$ cat config.mk
export PLATFORM = sky130hd
export DESIGN_NAME = serial_rx_parser_flat
export DESIGN_NICKNAME = d
export VERILOG_FILES = /design/src/rtl/serial_rx_parser_if.sv /design/src/rtl/serial_rx_parser.sv /design/src/flat_wrapper.sv
export SDC_FILE = /design/constraint.sdc
export NUM_CORES = 1
export LEC_CHECK = 0
export BUFFER_PORTS_ARGS = -buffer_cell sky130_fd_sc_hd__buf_2
export CORE_MARGIN = 2
export CORE_UTILIZATION = 25
export CTS_BUF_LIST = sky130_fd_sc_hd__clkbuf_4
export DETAILED_ROUTE_END_ITERATION = 8
export GPL_ROUTABILITY_DRIVEN = 0
export GPL_TIMING_DRIVEN = 0
export PLACE_DENSITY = 0.41
export SLEW_MARGIN = 20
export SYNTH_ARGS = -nofsm -noshare
export SYNTH_HDL_FRONTEND = slang
export SYNTH_SLANG_ARGS = --single-unit
$ cat constraint.sdc
create_clock -name clk -period 7.83 [get_ports clk]
set_input_delay 1.566 -clock clk [delete_from_list [all_inputs] [get_ports clk]]
set_output_delay 1.566 -clock clk [all_outputs]
set_load 0.05 [all_outputs]
$ cat src/rtl/serial_rx_parser_if.sv
// Byte-in / value-out bundle for serial_rx_parser: UART receive strobe and data
// on one side, show-ahead valid/ready value stream on the other.
interface serial_rx_parser_if #(
  parameter int WIDTH = 32
);
  logic             rx_avail;
  logic [7:0]       rx_data;
  logic [WIDTH-1:0] out_value;
  logic             out_valid;
  logic             out_ready;

  modport master (
    output rx_avail, rx_data, out_ready,
    input  out_value, out_valid
  );

  modport slave (
    input  rx_avail, rx_data, out_ready,
    output out_value, out_valid
  );
endinterface

$ cat src/rtl/serial_rx_parser.sv
// Parses newline-terminated ASCII decimal numbers into a show-ahead value FIFO.
// Optional macro SERIAL_RX_ECHO_EN adds a one-byte echo path (cansend/echo).
module serial_rx_parser #(
  parameter int         WIDTH      = 32,
  parameter int         FIFO_DEPTH = 4,
  parameter logic [7:0] TERM       = 8'h0A
) (
  input  logic clk,
  input  logic reset,
  input  logic enable,
  serial_rx_parser_if.slave bus,
  output logic overflow,
  output logic dropped
`ifdef SERIAL_RX_ECHO_EN
  ,
  input  logic       cansend,
  output logic [8:0] echo
`endif
);
  localparam int              AW      = $clog2(FIFO_DEPTH);
  localparam logic [7:0]      CR      = 8'h0D;
  localparam logic [AW:0]     DEPTH_C = (AW+1)'(FIFO_DEPTH);
  localparam logic [AW:0]     ONE     = (AW+1)'(1);
  localparam logic [AW-1:0]   PTR_ONE = AW'(1);
  localparam logic [WIDTH+3:0] TEN    = (WIDTH+4)'(10);
  localparam logic [WIDTH+3:0] MAXV   = {4'b0000, {WIDTH{1'b1}}};

  typedef enum logic [1:0] {IDLE, NUM, SKIP} state_t;

  state_t           state, state_nxt;
  logic [WIDTH-1:0] acc, acc_nxt;
  logic             push, ovf_set;
  logic [WIDTH-1:0] push_val;
  logic [WIDTH:0]   step_num, step_first;

  logic             accept, is_digit, is_term, is_cr;
  logic [3:0]       digit_val;

  logic [WIDTH-1:0] mem [FIFO_DEPTH];
  logic [AW-1:0]    wr_ptr, rd_ptr;
  logic [AW:0]      count, count_nxt;
  logic [WIDTH-1:0] head, head_nxt;
  logic             pop, full, push_ok, drop_set;

  // Saturating decimal shift-in; result is {saturated, value}.
  function automatic logic [WIDTH:0] acc_step(input logic [WIDTH-1:0] a,
                                              input logic [3:0] d);
    logic [WIDTH+3:0] wide;
    wide = {4'b0000, a} * TEN + {{WIDTH{1'b0}}, d};
    if (wide > MAXV)
      return {1'b1, {WIDTH{1'b1}}};
    return {1'b0, wide[WIDTH-1:0]};
  endfunction

  assign accept     = bus.rx_avail & enable;
  assign is_digit   = (bus.rx_data >= 8'h30) && (bus.rx_data <= 8'h39);
  assign is_term    = (bus.rx_data == TERM);
  assign is_cr      = (bus.rx_data == CR);
  assign digit_val  = bus.rx_data[3:0];
  assign step_num   = acc_step(acc, digit_val);
  assign step_first = acc_step('0, digit_val);

  always_comb begin
    state_nxt = state;
    acc_nxt   = acc;
    push      = 1'b0;
    push_val  = acc;
    ovf_set   = 1'b0;
    if (accept && !is_cr) begin
      unique case (state)
        IDLE: begin
          if (is_digit) begin
            state_nxt = NUM;
            acc_nxt   = step_first[WIDTH-1:0];
            ovf_set   = step_first[WIDTH];
          end else if (!is_term) begin
            state_nxt = SKIP;
          end
        end
        NUM: begin
          if (is_digit) begin
            acc_nxt = step_num[WIDTH-1:0];
            ovf_set = step_num[WIDTH];
          end else if (is_term) begin
            push      = 1'b1;
            acc_nxt   = '0;
            state_nxt = IDLE;
          end else begin
            state_nxt = SKIP;
          end
        end
        SKIP: begin
          if (is_term) begin
            acc_nxt   = '0;
            state_nxt = IDLE;
          end
        end
        default: state_nxt = IDLE;
      endcase
    end
  end

  // FIFO: head mirrors mem[rd_ptr] while non-empty and keeps its last value when empty.
  assign pop      = bus.out_valid & bus.out_ready;
  assign full     = (count == DEPTH_C);
  assign push_ok  = push & (~full | pop);
  assign drop_set = push & full & ~pop;

  always_comb begin
    head_nxt = head;
    if (pop) begin
      if (count == ONE) begin
        if (push_ok)
          head_nxt = push_val;
      end else begin
        head_nxt = mem[rd_ptr + PTR_ONE];
      end
    end else if (push_ok && count == '0) begin
      head_nxt = push_val;
    end
  end

  always_comb begin
    count_nxt = count;
    if (push_ok && !pop)
      count_nxt = count + ONE;
    else if (!push_ok && pop)
      count_nxt = count - ONE;
  end

  always_ff @(posedge clk or negedge reset) begin
    if (!reset) begin
      state    <= IDLE;
      acc      <= '0;
      wr_ptr   <= '0;
      rd_ptr   <= '0;
      count    <= '0;
      head     <= '0;
      overflow <= 1'b0;
      dropped  <= 1'b0;
    end else begin
      state <= state_nxt;
      acc   <= acc_nxt;
      count <= count_nxt;
      head  <= head_nxt;
      if (push_ok)
        wr_ptr <= wr_ptr + PTR_ONE;
      if (pop)
        rd_ptr <= rd_ptr + PTR_ONE;
      if (ovf_set)
        overflow <= 1'b1;
      if (drop_set)
        dropped <= 1'b1;
    end
  end

  always_ff @(posedge clk) begin
    if (push_ok)
      mem[wr_ptr] <= push_val;
  end

  assign bus.out_valid = (count != '0);
  assign bus.out_value = head;

`ifdef SERIAL_RX_ECHO_EN
  logic [7:0] echo_byte;
  logic       echo_full;

  // A byte arriving while the holder is occupied is simply not echoed.
  always_ff @(posedge clk or negedge reset) begin
    if (!reset)
      echo_full <= 1'b0;
    else if (echo_full && cansend)
      echo_full <= 1'b0;
    else if (!echo_full && accept)
      echo_full <= 1'b1;
  end

  always_ff @(posedge clk) begin
    if (!echo_full && accept)
      echo_byte <= bus.rx_data;
  end

  assign echo = (echo_full && cansend) ? {echo_byte, 1'b1} : 9'd0;
`endif
endmodule

$ cat src/flat_wrapper.sv
// flat-port wrapper written by rule: the top's interface ports become plain ports
module serial_rx_parser_flat 
#(
  parameter int         WIDTH      = 32,
  parameter int         FIFO_DEPTH = 4,
  parameter logic [7:0] TERM       = 8'h0A
)
  (clk, reset, enable, overflow, dropped, bus_rx_avail, bus_rx_data, bus_out_ready, bus_out_value, bus_out_valid);
  serial_rx_parser_if #(.WIDTH(WIDTH)) bus_i ();
  input  logic clk;
  input  logic reset;
  input  logic enable;
  output logic overflow;
  output logic dropped;
  input wire logic [$bits(bus_i.rx_avail)-1:0] bus_rx_avail;
  input wire logic [$bits(bus_i.rx_data)-1:0] bus_rx_data;
  input wire logic [$bits(bus_i.out_ready)-1:0] bus_out_ready;
  output wire logic [$bits(bus_i.out_value)-1:0] bus_out_value;
  output wire logic [$bits(bus_i.out_valid)-1:0] bus_out_valid;
  assign bus_i.rx_avail = bus_rx_avail;
  assign bus_i.rx_data = bus_rx_data;
  assign bus_i.out_ready = bus_out_ready;
  assign bus_out_value = bus_i.out_value;
  assign bus_out_valid = bus_i.out_valid;
  serial_rx_parser #(.WIDTH(WIDTH), .FIFO_DEPTH(FIFO_DEPTH), .TERM(TERM)) u_core (.clk(clk), .reset(reset), .enable(enable), .bus(bus_i), .overflow(overflow), .dropped(dropped));
endmodule
== After elaboration in Yosys (flattened, before gate mapping) ==
Memories as Yosys holds them, arrays and structs flattened.
Index checks and enable logic that the tools add are counted.
Widths: inputs -> output; s select.

* Reductions and logical operators: 17
* Multipliers: 1
* Magnitude comparators: 4
* Bitwise gates (word level): 8
* Mux-type cells: 32
* Eq/ne operators: 11
* Add/sub/neg operators: 5

{| class="wikitable"
|+ Operator list
! kind !! count
|-
| $mux 32 || 7
|-
| $mux 33 || 4
|-
| $pmux 32 s3 || 1
|-
| $add 36x4->36 || 1
|-
| $gt 36x32->1 const B || 1
|-
| $mul 32x3->35 const B || 1
|-
| $gt 4x32->1 const B || 1
|-
| $eq 8x4->1 const B || 2
|-
| $mux 1 || 11
|-
| $mux 2 || 5
|-
| $ge 8x6->1 const B || 1
|-
| $le 8x6->1 const B || 1
|-
| $mux 3 || 2
|-
| $pmux 2 s3 || 1
|-
| $reduce_bool 3->1 || 2
|-
| $and 1x1->1 || 5
|-
| $logic_and 1x1->1 || 5
|-
| $add 2x1->2 const B || 2
|-
| $ne 2x1->1 const B || 2
|-
| $reduce_and 4->1 || 1
|-
| $reduce_bool 2->1 || 2
|-
| $add 3x1->3 const B || 1
|-
| $eq 3x1->1 const B || 1
|-
| $eq 3x3->1 const B || 1
|-
| other kinds (14) || 17
|}

* Input bits: 13
* Bits in writable memories: 128
* Output and inout port bits: 35
* Flip-flop bits (word level): 75
* Memories: 1

{| class="wikitable"
|+ Memory list
! memory !! depth !! bits a word !! read ports !! clocked after Yosys merged registers in !! write ports !! line !! source
|-
| u_core.mem || 4 || 32 || 1 || 0 || 1 || serial_rx_parser.sv:39 || <nowiki>logic [WIDTH-1:0] mem [FIFO_DEPTH];</nowiki>
|}

== Logic depth before layout (Yosys ltp) ==
Gate-level depths: netlist (run 1).

* Depth in word-level cells: 10
* Mapped depth: 17
* Mapped depth without buffers: 15

== Worst setup path after synthesis (run 1) ==
OpenSTA, ideal clock, no wires.

* Kind: input port to flip-flop
* Start: input bus_rx_data[1]
* End: register u_core.acc[17]
* Stages: 15
* Path slack: 2.902 ns
* Data required time: 7.694 ns
* Arrival: 4.792 ns
* Path through: ha_1 > fa_1 > a21oi_1 > nor2b_1 > and3_1 > nand3_1 > or2_2 > nor3_1 > nand4b_1 > o31a_1 > o21a_1 > a2111o_1 > buf_2 > o31ai_1 > a21oi_1

* Longest elaborated chain between the ends: 6

{| class="wikitable"
|+ RTL lines
! element !! line !! source
|-
| start: declaration || flat_wrapper.sv:16 || <nowiki>input wire logic [$bits(bus_i.rx_data)-1:0] bus_rx_data;</nowiki>
|-
| $add 36x4->36 || serial_rx_parser.sv:49 || <nowiki>wide = {4'b0000, a} * TEN + {{WIDTH{1'b0}}, d};</nowiki>
|-
| $gt 36x32->1 || serial_rx_parser.sv:50 || <nowiki>if (wide > MAXV)</nowiki>
|-
| $mux 1 || serial_rx_parser.sv:50 ||
|-
| $mux 33 || serial_rx_parser.sv:52 || <nowiki>return {1'b0, wide[WIDTH-1:0]};</nowiki>
|-
| $mux 32 || serial_rx_parser.sv:81 || <nowiki>if (is_digit) begin</nowiki>
|-
| $pmux 32 s3 || serial_rx_parser.sv:70 || <nowiki>unique case (state)</nowiki>
|-
| end signal: assignment || serial_rx_parser.sv:143 || <nowiki>acc <= acc_nxt;</nowiki>
|-
| end: declaration || serial_rx_parser.sv:31 || <nowiki>logic [WIDTH-1:0] acc, acc_nxt;</nowiki>
|}

Several ways; a longest one is shown, not always the timed one. The select of a mux whose other input is x is not followed.
A chain may end at the register's enable or synchronous reset.

== Worst setup path in the final report (run 1) ==
* Start: register u_core.acc[1]
* End: register u_core.acc[3]

* Longest elaborated chain between the ends: 7

{| class="wikitable"
|+ RTL lines
! element !! line
|-
| $mul 32x3->35 * || serial_rx_parser.sv:49
|-
| $add 36x4->36 * || serial_rx_parser.sv:49
|-
| $gt 36x32->1 || serial_rx_parser.sv:50
|-
| $mux 1 || serial_rx_parser.sv:50
|-
| $mux 33 * || serial_rx_parser.sv:52
|-
| $mux 32 * || serial_rx_parser.sv:81
|-
| $pmux 32 s3 * || serial_rx_parser.sv:70
|}

Mark *: on every way between the ends. The rest lies on a longest branch, timed or not.

==> results.ini, run 1 <==
[timing]
worst_pin_slew_ps=1000
max_freq_mhz=172
period_needed_ps=5810
finalCritPeriodShare_pct=74.2
fin_skew_ps=50.6
fin_setup_tns_ps=0
maxSlewViolCount=0
whs_ps=456
rsz0062_at_grt=no
setup_viol=0
hold_viol_final=0
maxSlewHeadroom_pct=33.3

[worst_setup_path]
cp.buffers_inverters=1
cp_slowest_cell=nor3_1
cp-start-kind=flip-flop
worstPathMaxFanout=10
path_cells=ha_1, ha_1, fa_1, a21o_1, a221oi_4, o21ai_1, xor2_1, nand3_1, nor3_1, nand4b_1, o31a_1, o32ai_1, a2111o_1, buf_2, nor2_1, o31ai_1
worstSetupPathType=flip-flop to flip-flop
max_stage_delay_ps=660
endpoint_kind=flip-flop
crit_required_ps=8400
critical_path.most_common_cell=ha_1
arrival_ps=6380
cp_top_family=compound AO/OA/AOI/OAI gates

[placement]
hpwlAfterDp_mm=23.2
numPortBuffers=47
dpl_cell_area_um2=12700

[cells_and_area]
multi_input_area_um2=5560
fin_nets=1180
regArea_um2=5720
drive_above_1_share_pct=19.4
design_area_um2=13400
fillCellCount=4764
areaGrowthSynthToFinish_pct=15.8

[routing]
viasPerCell=4.87
drtIter0Drc=464
wire_per_inst_um=18.7
wl_mm=32.4
vias=8445
drt-pass1-iter-count=5
drc=0
ant_nets=0

[power_and_ir_drop]
ir_worst_vdd_uv=122
leakage_nw=5.40
power.density_nw_per_um2=261

[logic_synthesis]
seq_area_frac_synth_pct=49.5
synth_flop_cell=edfxtp_1
synth_cell_types=77
yosysTopAreaCell=edfxtp_1
ys_ff_latch=203
ys_async_sr_fraction_pct=36.9
postSynthAreaPerCell_um2=11.8
synth_area_um2=11600
syn_inst=982
synth.area.top_cells=edfxtp_1 33%, dfrtp_1 16%, ha_1 8.2%
synth_top_cell_area_share_pct=33.2
yosys-top-cells-count=128 x edfxtp_1, 94 x a21oi_1, 76 x ha_1, 75 x dfrtp_1, 66 x nand2_1
synth.most_common_cell=edfxtp_1
synth.net_count=1073
ys_warn_count=0
synth-edff-count=128

[cts]
clock-sinks=203
clk_latency_ps=700
cts_root_buf=clkbuf_4
cts_tree=done
post_cts_resized=0
clockBufferDepth=3
cts_setup_buffers=0
htree_levels=2
cts.clk_slew.worst_paths_ps=70
hold_buffers=0
cts_buffers=53

[floorplanning]
num_rows=78
start_util_pct=25.4
coreArea_um2=45500
dieWidth_um=219
die_area_um2=48000
io_pins=48
die_y_um=219

[global_routing]
grt_pass1_wl_mm=51.0
grt_max_degree=63
antenna_found_initial=1
first_global_vias=8685
grt_use_total_pct=13.8
grt_overflow_total=0

[flow_run]
drv_cap=0

[run_status]
status=completed

[worst_hold_path]
worstHoldPathType=flip-flop to flip-flop

-- power by group --
group / leakage [nW] / switching, mW / internal, mW
Sequential: 2.26 / 0.0990 / 1.26
Combinational: 2.72 / 0.788 / 0.394
Clock: 0.425 / 0.447 / 0.515
-- registers in the layout (all words and copies together), names as in the netlist --
register              cells
u_core.wr_ptr             2
u_core.overflow           1
u_core.acc               32
u_core.state              2
u_core.dropped            1
u_core.rd_ptr             2
u_core.count              3
u_core.bus.out_value     32
u_core.mem              128
-- kinds of logic after synthesis --
family	Yosys count	share of synthesized area, %
adder cells (fa/ha/maj)	78	8.57
flip-flops	203	49.5
buffers and inverters	69	2.45
AO/OA/AOI/OAI	265	15.1
AND/OR/NAND/NOR	244	10.8
multiplexers	65	9.09
XOR/XNOR	58	4.52
-- path summary, 6_finish.rpt --
check / from / to / slack (ps) / depth (start not counted)
min in group asynchronous: reset / u_core.bus.out_value[5]$_DFFE_PN0P_ / 690 / 1
max in group asynchronous: reset / u_core.acc[0]$_DFFE_PN0P_ / 6510 / 2
max reg2reg: u_core.acc[1]$_DFFE_PN0P_ / u_core.acc[3]$_DFFE_PN0P_ / 2020 / 16
min: u_core.dropped$_DFFE_PN0P_ / u_core.dropped$_DFFE_PN0P_ / 460 / 1
max: u_core.acc[1]$_DFFE_PN0P_ / u_core.acc[3]$_DFFE_PN0P_ / 2020 / 16
min reg2reg: u_core.dropped$_DFFE_PN0P_ / u_core.dropped$_DFFE_PN0P_ / 460 / 1
-- cell usage in the layout (no fill, tap or decap), types with 15 or more instances in the layout --
cell / Yosys / final
edfxtp_1: 128 / 128
a21oi_1: 94 / 94
clkbuf_4: 0 / 83
ha_1: 76 / 76
dfrtp_1: 75 / 75
nand2_1: 66 / 66
nor2_1: 58 / 58
buf_2: 10 / 56
clkbuf_1: 39 / 39
o21ai_0: 35 / 35
xnor2_1: 34 / 34
mux2i_1: 33 / 33
mux4_2: 32 / 32
nand3_1: 23 / 23
xor2_1: 22 / 22
a21o_1: 18 / 18
inv_1: 15 / 15
nand4_1: 15 / 15
-- cell type report --
type,instances,area share [%]
plain buffers,54,1.70
diodes,1,0.0187
clock buffers,83,4.65
repair buffers,52,2.61
inverters,15,0.421
multi-input cells,710,41.6
flip-flops and latches,203,42.7
clock inverters,16,0.701
well taps,600,5.61
-- layer usage --
metal,vias to the layer above,routed length (um),GRT usage [%]
met5,-,0,0
met4,0,583,3.92
met3,43,1180,1.91
met2,177,15300,22.8
met1,4213,15400,18.7
li1,4012,-,-
-- metrics by stage --
stage / setup WS [ps] / utilization [%] / cells / power [mW]
finish: 2020 / 29.4 / 1734 / 3.50
global route: 1600 / 29.4 / 1734 / 3.72
CTS: 2010 / 29.4 / 1733 / 3.57
detailed placement: 1770 / 27.9 / 1634 / 2.58
global placement: 1740 / 27.6 / 1629 / 2.57
floorplan: 2900 / - / 982 / 2.25
No activity file was read; power rests on OpenSTA's default activity.
==> run 2, diff against run 1 <==
ABC_AREA = 1   (was unset)
PLACE_DENSITY = 0.42   (was 0.41)
clock period = 5.2 ns   (was 7.83 ns; I/O delays follow)
==> run 2 against run 1 <==
Wire length is 24% higher. Clock power is 37% higher. Power is 51% higher. Worst hold slack worse by 140 ps.
==> results.ini, run 2 <==
[logic_synthesis]
seq_area_frac_synth_pct=42.7
synth.area.mux_share_pct=0
yosysTopAreaCell=edfxtp_1
synth.area.top_cells=edfxtp_1 29%, nand2_1 18%, dfrtp_1 14%
synth_flop_cell=edfxtp_1
syn_inst=1751
postSynthAreaPerCell_um2=7.65
synth_cell_types=48
synth-edff-count=128
yosys.area_share.xor_xnor_pct=0.850
ys_ff_latch=203
ys_warn_count=0
synth_top_family_by_area=simple AND/OR/NAND/NOR gates
synthAdderAreaFrac_pct=7.40
synth_top_cell_area_share_pct=28.7
synth.most_common_cell=nand2_1
yosys-top-cells-count=656 x nand2_1, 195 x inv_1, 136 x nand3_1, 128 x edfxtp_1, 111 x nor2_1
synth-simple-area-share_pct=33.1
synth_area_um2=13400
synth_compound_area_share_pct=8.10
ys_async_sr_fraction_pct=36.9
synth.net_count=1842

[flow_run]
drv_cap=0

[timing]
maxSlewHeadroom_pct=23.8
whs_ps=319
worst_pin_slew_ps=1130
maxSlewViolCount=0
setup_viol=0
fin_skew_ps=55.4
rsz0062_at_grt=no
max_freq_mhz=231
hold_viol_final=0
finalCritPeriodShare_pct=83.2
fin_setup_tns_ps=0
period_needed_ps=4330

[power_and_ir_drop]
power.density_nw_per_um2=346
combPwrFrac_pct=36.8
intPower_mw=3.06
leakage_nw=7.28
pwr-share-clk_pct=24.9
ir_worst_vdd_uv=155
switchingPower_mw=2.23
power_frac_seq_pct=38.3
swShare_pct=42.1

[worst_setup_path]
cp-start-kind=flip-flop
worstSetupPathType=flip-flop to flip-flop
crit_required_ps=5750
worstPathMaxFanout=11
endpoint_kind=flip-flop
arrival_ps=4870

[cts]
post_cts_resized=0
cts.clk_slew.worst_paths_ps=70
cts_tree=done
cts_buffers=51
clockBufferDepth=3
htree_levels=2
cts_setup_buffers=0
cts_root_buf=clkbuf_4
clock-sinks=203
hold_buffers=0
clk_latency_ps=700

[cells_and_area]
fin_nets=1947
final_common_cell=nand2_1
largest_reg_flops=128
fillCellCount=5725
regArea_um2=5720
multi_input_area_um2=6650
layout.cells.non_filler=2586
top_register=u_core.mem
drive_above_1_share_pct=12.2
mostFrequentLayoutCells=656 x nand2_1, 195 x inv_1, 136 x nand3_1
areaGrowthSynthToFinish_pct=14.1

[routing]
ant_nets=0
wire_per_inst_um=15.6
viasPerCell=4.43
drt-pass1-iter-count=5
drc=0
vias=11500
drtIter0Drc=567
wl_mm=40.3

[global_routing]
grt_pass1_wl_mm=64.6
grt_max_degree=43
grt_overflow_total=0
grt_use_total_pct=14.7
antenna_found_initial=1
first_global_vias=11600

[placement]
hpwlAfterDp_mm=31.5
place_inst=2491
numPortBuffers=47

[floorplanning]
io_pins=48
num_rows=84
die_y_um=235
coreArea_um2=52800
die_area_um2=55400
start_util_pct=25.4
dieWidth_um=235

[run_status]
status=completed

[worst_hold_path]
worstHoldPathType=input port to asynchronous set/reset pin

## run 2: path summary, 6_finish.rpt
check                                           start                     endpoint  slack [ps]  cells after the start
max                         u_core.acc[1]$_DFFE_PN0P_    u_core.acc[0]$_DFFE_PN0P_         870                     23
min                                             reset  u_core.count[2]$_DFFE_PN0P_         320                      1
max reg2reg                 u_core.acc[1]$_DFFE_PN0P_    u_core.acc[0]$_DFFE_PN0P_         870                     23
min reg2reg                u_core.dropped$_DFFE_PN0P_   u_core.dropped$_DFFE_PN0P_         490                      1
max in group asynchronous                       reset   u_core.acc[19]$_DFFE_PN0P_        4240                      2
min in group clk           u_core.dropped$_DFFE_PN0P_   u_core.dropped$_DFFE_PN0P_         490                      1
## run 2: final cells by class
class | instances | area share [%]
inverter | 209 | 5.14
tap | 688 | 5.63
sequential | 203 | 37.4
buffer | 54 | 1.69
antenna | 1 | 0.0164
clock inverter | 17 | 0.426
timing repair buffer | 52 | 2.31
clock buffer | 77 | 3.78
multi-input combinational | 1285 | 43.6
## run 2: logic make-up after synthesis
kind of cell | Yosys count
and+or+nand+nor | 1015
buffers and inverters | 263
DFF | 203
AOI/OAI and AO/OA | 179
adders and majority gates | 78
xor gates and xnor gates | 13
## run 2: power by group through the flow
stage	registers [mW]	logic (mW)	clock network, mW
2_1_floorplan	2.37	1.03	0
3_3_place_gp	2.06	1.97	0
3_5_place_dp	2.06	1.98	0
4_1_cts	2.03	1.99	1.36
5_1_grt	2.05	2.18	1.45
6_report	2.03	1.95	1.32
## run 2: metal layers
metal / global-route usage [%] / routed length, um / up-vias
met5: 0 / 0 / -
met4: 4.67 / 1060 / 0
met3: 1.58 / 1010 / 67
met2: 24.6 / 18500 / 168
met1: 19.8 / 19700 / 5266
li1: - / - / 5957
## run 2: critical path, cell delays in order (launching register included)
cell and delay [ps]:
dfrtp_1 730, ha_1 340, ha_1 290, fa_1 550
nand2_1 80, nor2_1 90, nand2_1 70, nand2_1 60
nand2_1 70, nor2_2 190, nand3_4 120, nor2_4 130
nand2_2 70, nor2_2 150, nand2_2 100, nor2_4 150
nand3b_2 120, a21oi_4 340, buf_6 220, nand3_1 90
nand2_1 70, nand2_1 60, nand2_1 70, nand2_1 50
## run 2: per-stage QoR
stage                     setup slack, ps  total power [mW]  util (%)  instance area [um2]
after floorplan                      1380              3.40         -                13400
after global placement              -1240              4.03      27.5                14500
after detailed placement              488              4.05      27.7                14600
after CTS                             842              5.38      29.0                15300
after global routing                  463              5.67      29.0                15300
final                                 874              5.29      29.0                15300
